--- src/rtl/tt_um_serial_subtractor.sv ---
// Bit-serial W-bit subtractor: captures A and B on a start edge, shifts them
// LSB-first through one full-subtractor cell with a borrow flop, and reports
// the difference, final borrow and a zero flag with a busy/done handshake.
module tt_um_serial_subtractor #(
  parameter int unsigned W = 6
) (
  input  logic       clk,
  input  logic       rst,
  input  logic       ena,
  input  logic [7:0] ui_in,
  input  logic [7:0] uio_in,
  output logic [7:0] uo_out,
  output logic [7:0] uio_out,
  output logic [7:0] uio_oe
);

  localparam int unsigned PIN_W = 6;
  localparam int unsigned CNT_W = 3;

  localparam logic [1:0] ST_IDLE = 2'd0;
  localparam logic [1:0] ST_RUN  = 2'd1;
  localparam logic [1:0] ST_DONE = 2'd2;

  logic [1:0]       state_q, state_d;
  logic             start_q;
  logic [W-1:0]     a_sr, a_d;
  logic [W-1:0]     b_sr, b_d;
  logic [W-1:0]     res_q, res_d;
  logic             br_q, br_d;
  logic [CNT_W-1:0] cnt_q, cnt_d;
  logic             busy_q, busy_d;
  logic             done_q, done_d;
  logic             zero_q, zero_d;

  logic start_ev;
  logic abort;
  logic diff_bit;
  logic borrow_bit;
  logic do_load;
  logic do_clear;
  logic unused_bits;

  assign start_ev   = ui_in[6] & ~start_q;
  assign abort      = ui_in[7];
  assign diff_bit   = a_sr[0] ^ b_sr[0] ^ br_q;
  assign borrow_bit = (~a_sr[0] & b_sr[0]) | (~a_sr[0] & br_q) | (b_sr[0] & br_q);

  // Operand bits above W and the spare uio inputs are intentionally ignored.
  assign unused_bits = &{1'b0, ui_in, uio_in};

  // Next-state, datapath and registered-output decode.
  always_comb begin
    state_d  = state_q;
    a_d      = a_sr;
    b_d      = b_sr;
    res_d    = res_q;
    br_d     = br_q;
    cnt_d    = cnt_q;
    do_load  = 1'b0;
    do_clear = 1'b0;

    case (state_q)
      ST_IDLE: begin
        if (start_ev) do_load = 1'b1;
      end
      ST_RUN: begin
        if (abort) begin
          do_clear = 1'b1;
        end else begin
          res_d = (res_q >> 1) | (W'(diff_bit) << (W - 1));
          br_d  = borrow_bit;
          a_d   = a_sr >> 1;
          b_d   = b_sr >> 1;
          cnt_d = cnt_q + CNT_W'(1);
          if (cnt_q == CNT_W'(W - 1)) state_d = ST_DONE;
        end
      end
      ST_DONE: begin
        if (abort)         do_clear = 1'b1;
        else if (start_ev) do_load  = 1'b1;
      end
      default: begin
        do_clear = 1'b1;
      end
    endcase

    if (do_load) begin
      a_d     = ui_in[W-1:0];
      b_d     = uio_in[W-1:0];
      res_d   = '0;
      br_d    = 1'b0;
      cnt_d   = '0;
      state_d = ST_RUN;
    end

    if (do_clear) begin
      res_d   = '0;
      br_d    = 1'b0;
      cnt_d   = '0;
      state_d = ST_IDLE;
    end

    busy_d = (state_d == ST_RUN);
    done_d = (state_d == ST_DONE);
    zero_d = done_d & (res_d == '0);
  end

  // State and datapath registers; ena freezes everything, rst clears at once.
  always_ff @(posedge clk or posedge rst) begin
    if (rst) begin
      state_q <= ST_IDLE;
      start_q <= 1'b0;
      a_sr    <= '0;
      b_sr    <= '0;
      res_q   <= '0;
      br_q    <= 1'b0;
      cnt_q   <= '0;
      busy_q  <= 1'b0;
      done_q  <= 1'b0;
      zero_q  <= 1'b0;
    end else if (ena) begin
      state_q <= state_d;
      start_q <= ui_in[6];
      a_sr    <= a_d;
      b_sr    <= b_d;
      res_q   <= res_d;
      br_q    <= br_d;
      cnt_q   <= cnt_d;
      busy_q  <= busy_d;
      done_q  <= done_d;
      zero_q  <= zero_d;
    end
  end

  assign uo_out  = {zero_q, br_q, PIN_W'(res_q)};
  assign uio_out = {done_q, busy_q, 6'b00_0000};
  assign uio_oe  = 8'b1100_0000;

endmodule

--- config.mk ---
export PLATFORM = sky130hd
export DESIGN_NAME = tt_um_serial_subtractor
export DESIGN_NICKNAME = d
export VERILOG_FILES = /design/src/rtl/tt_um_serial_subtractor.sv
export SDC_FILE = /design/constraint.sdc
export NUM_CORES = 1
export LEC_CHECK = 0
export CORE_ASPECT_RATIO = 0.6
export CORE_MARGIN = 2
export CORE_UTILIZATION = 30
export CTS_BUF_LIST = sky130_fd_sc_hd__clkbuf_16
export CTS_CLUSTER_DIAMETER = 40
export DETAILED_ROUTE_END_ITERATION = 10
export SKIP_CTS_REPAIR_TIMING = 1
export SYNTH_ARGS = -nofsm -noshare
export SYNTH_HDL_FRONTEND = slang
export SYNTH_SLANG_ARGS = --single-unit
--- constraint.sdc ---
create_clock -name clk -period 1.7 [get_ports clk]
set_input_delay 0.34 -clock clk [delete_from_list [all_inputs] [get_ports clk]]
set_output_delay 0.34 -clock clk [all_outputs]
set_load 0.01 [all_outputs]
==> run_results.csv <==
group,metric,value,unit
global_route,grtUsageTotal,0.108,
routing,dr.first_iter.drc_count,32,
sta,layout_setup_ws,-0.128,ns
floorplanning,io-pin-count,43,
floorplanning,start_util,0.306,
cts,clk_pin_slew,0.07,ns
logic_synthesis,netlist_top_cells_count,"28 x dfrtp_1, 19 x buf_4, 13 x o21ai_0",
power_and_ir_drop,vdd_drop_max,0.525,mV
logic_synthesis,ys_types,35,
floorplanning,die_height,59.2,µm
logic_synthesis,ys_seq_area_frac,0.459,
power_and_ir_drop,finalPower,2720,µW
cts,h-tree-depth,1,
outcome,violations,"negative setup slack",
sta,post-route-min-period,1.83,ns
worst_setup_path,r2r_cells,7,
cts,cts_max_path_buffers,2,
floorplanning,die_area,0.00569,mm²
routing,vias,1091,
final_layout,num_antenna_cells,0,
power_and_ir_drop,power_density,1280,mW/mm²
logic_synthesis,synth_edf_count,0,
worst_setup_path,timing.critical_path.from,"state_q[1]",
routing,first_pass_iters,4,
logic_synthesis,synth_area_leaders,"dfrtp_1 46%, buf_4 9.4%, mux2i_1 7.2%",
final_layout,layout-drive-gt1-share,0.249,
sta,hold_viol_final,0,
final_layout,fin_nets,207,
routing,drc,0,
routing,avgRoutedWirePerCell,12.9,µm
worst_setup_path,reg2reg_to,"cnt_q[0]",
sta,grt_setup_unrepaired,"true",
sta,setup_violations,12,
sta,skew,0.00324,ns
routing,ant_nets,0,
placed_design,portBuffers,26,
worst_setup_path,r2r_start,"state_q[1]",
global_route,grt_antenna_before_repair,0,
worst_setup_path,cp.required,1.85,ns
cts,insertion_delay,0.26,ns
worst_setup_path,rrSetupSlack,-0.13,ns
logic_synthesis,yosysMostFrequentCell,"dfrtp_1",
logic_synthesis,synth_top_area_cell,"dfrtp_1",
logic_synthesis,avgSynthCellArea,10.7,µm²
global_route,grt_pass1_wl,4670,µm
sta,maxSlewViolCount,0,
worst_setup_path,crit_arrival,1.98,ns
logic_synthesis,yosysWarnings,0,
logic_synthesis,syn_inst,143,
run,maxCapViolations,0,
outcome,status,"finished, violations left",
sta,fmax,547,MHz
placed_design,gp_congestion,0.768,
routing,drt-total-wl,3190,µm
worst_setup_path,crit_fanout,5,
final_layout,fin_util,0.426,
logic_synthesis,ys_ff_latch,28,
logic_synthesis,synth_top_area_frac,0.459,
hold_path,holdCritPathClass,"in -> async",
final_layout,area_growth,39.0,%
power_and_ir_drop,leakagePower,0.000964,µW
sta,fin_crit_sh,1.08,
routing,via_per_inst,4.42,
floorplanning,rows,20,
placed_design,pre_cts_ws,-0.285,ns
global_route,grt_max_degree,29,
floorplanning,die_width,96.1,µm
worst_setup_path,crit_type,"reg -> reg",
global_route,grt-ovfl-total,0,
worst_setup_path,end_kind,"flip-flop",
floorplanning,core,0.00498,mm²
logic_synthesis,synthArstFlopShare,1.00,
logic_synthesis,synth_flop_cell,"dfrtp_1",
worst_setup_path,critPathLaunchType,"flip-flop",
cts,cts_buffers,3,
cts,cts_tree,"yes",
logic_synthesis,syn_area,0.00153,mm²
cts,clkSinkCount,28,
global_route,grt_pass1_vias,940,
placed_design,hpwl,2220,µm
cts,cts_root_buf,"clkbuf_16",
-- state kept, by name, summed over array words and instances, names as in the netlist --
register,count
b_sr,6
state_q,2
cnt_q,3
br_q,1
a_sr,6
zero_q,1
done_q,1
busy_q,1
start_q,1
res_q,6
-- how the worst max path moves through the flow --
stage | cells after the start | to | slack (ns)
CTS | 7 | cnt_q[0] | -0.15
global route | 7 | cnt_q[0] | -0.19
detailed placement | 7 | cnt_q[0] | -0.28
floorplan | 7 | br_q | -0.01
finish | 7 | cnt_q[0] | -0.13
global placement | 7 | cnt_q[0] | -0.27
-- worst max-delay path: stages, from the launching register on --
cell and delay, ns:
dfrtp_1 0.38, inv_2 0.07, ha_4 0.27, mux2i_2 0.21, o32a_1 0.28, buf_6 0.15
o21ai_4 0.08, mux2_4 0.26
-- where the power goes --
part	switching, µW	internal (µW)	leakage (µW)
Clock	227	469	0.0000511
Combinational	522	560	0.000539
Sequential	106	837	0.000374
Total	855	1870	0.000964
-- area by class of cell --
class / instances / area, µm²
fillers: 483 / 2860
multi-input cells: 93 / 757
flip-flops and latches: 28 / 701
repair buffers: 46 / 438
well taps: 66 / 82.6
clock buffers: 3 / 75.1
inverters: 10 / 37.5
clock inverters: 1 / 30.0
-- cell families after synthesis --
family | after synthesis | synth area share
flops | 28 | 0.459
simple gates | 23 | 0.0829
mux | 15 | 0.102
buf+inv | 35 | 0.141
fa+ha+maj | 6 | 0.0541
other cells | 2 | 0.00492
compound gates | 34 | 0.156
-- routing by layer --
| metal | track usage | routed length, µm | vias to the layer above |
|---|---|---|---|
| li1 | - | - | 538 |
| met1 | 0.180 | 1670 | 524 |
| met2 | 0.135 | 1310 | 29 |
| met3 | 0.0394 | 200 | 0 |
| met4 | 0.00612 | 0 | 0 |
| met5 | 0 | 0 | - |
-- through the flow --
| step | cells | hold WS (ns) | TNS [ns] | cell area [µm²] |
|---|---|---|---|---|
| floorplan | 155 | 0.405 | -0.0847 | 1590 |
| global placement | 242 | 0.465 | -4.45 | 1920 |
| detailed placement | 242 | 0.472 | -5.08 | 1920 |
| CTS | 246 | 0.456 | -1.26 | 2020 |
| global route | 247 | 0.471 | -2.08 | 2120 |
| finish | 247 | 0.442 | -0.759 | 2120 |
-- cells in the final DEF (no fill, tap or decap), types with 2 or more instances in the layout --
| master | count |
|---|---|
| conb_1 | 14 |
| o21ai_2 | 2 |
| mux2_4 | 3 |
| buf_6 | 4 |
| dfrtp_1 | 28 |
| inv_2 | 2 |
| a22o_1 | 9 |
| ha_1 | 4 |
| a32o_1 | 2 |
| clkdlybuf4s50_1 | 26 |
| inv_1 | 8 |
| o21ai_0 | 11 |
| buf_4 | 15 |
| clkbuf_16 | 3 |
| mux2i_1 | 10 |
| nand2_1 | 11 |
| o21ai_1 | 2 |
| nor2b_1 | 2 |
Power figures use the tool's default switching activity.
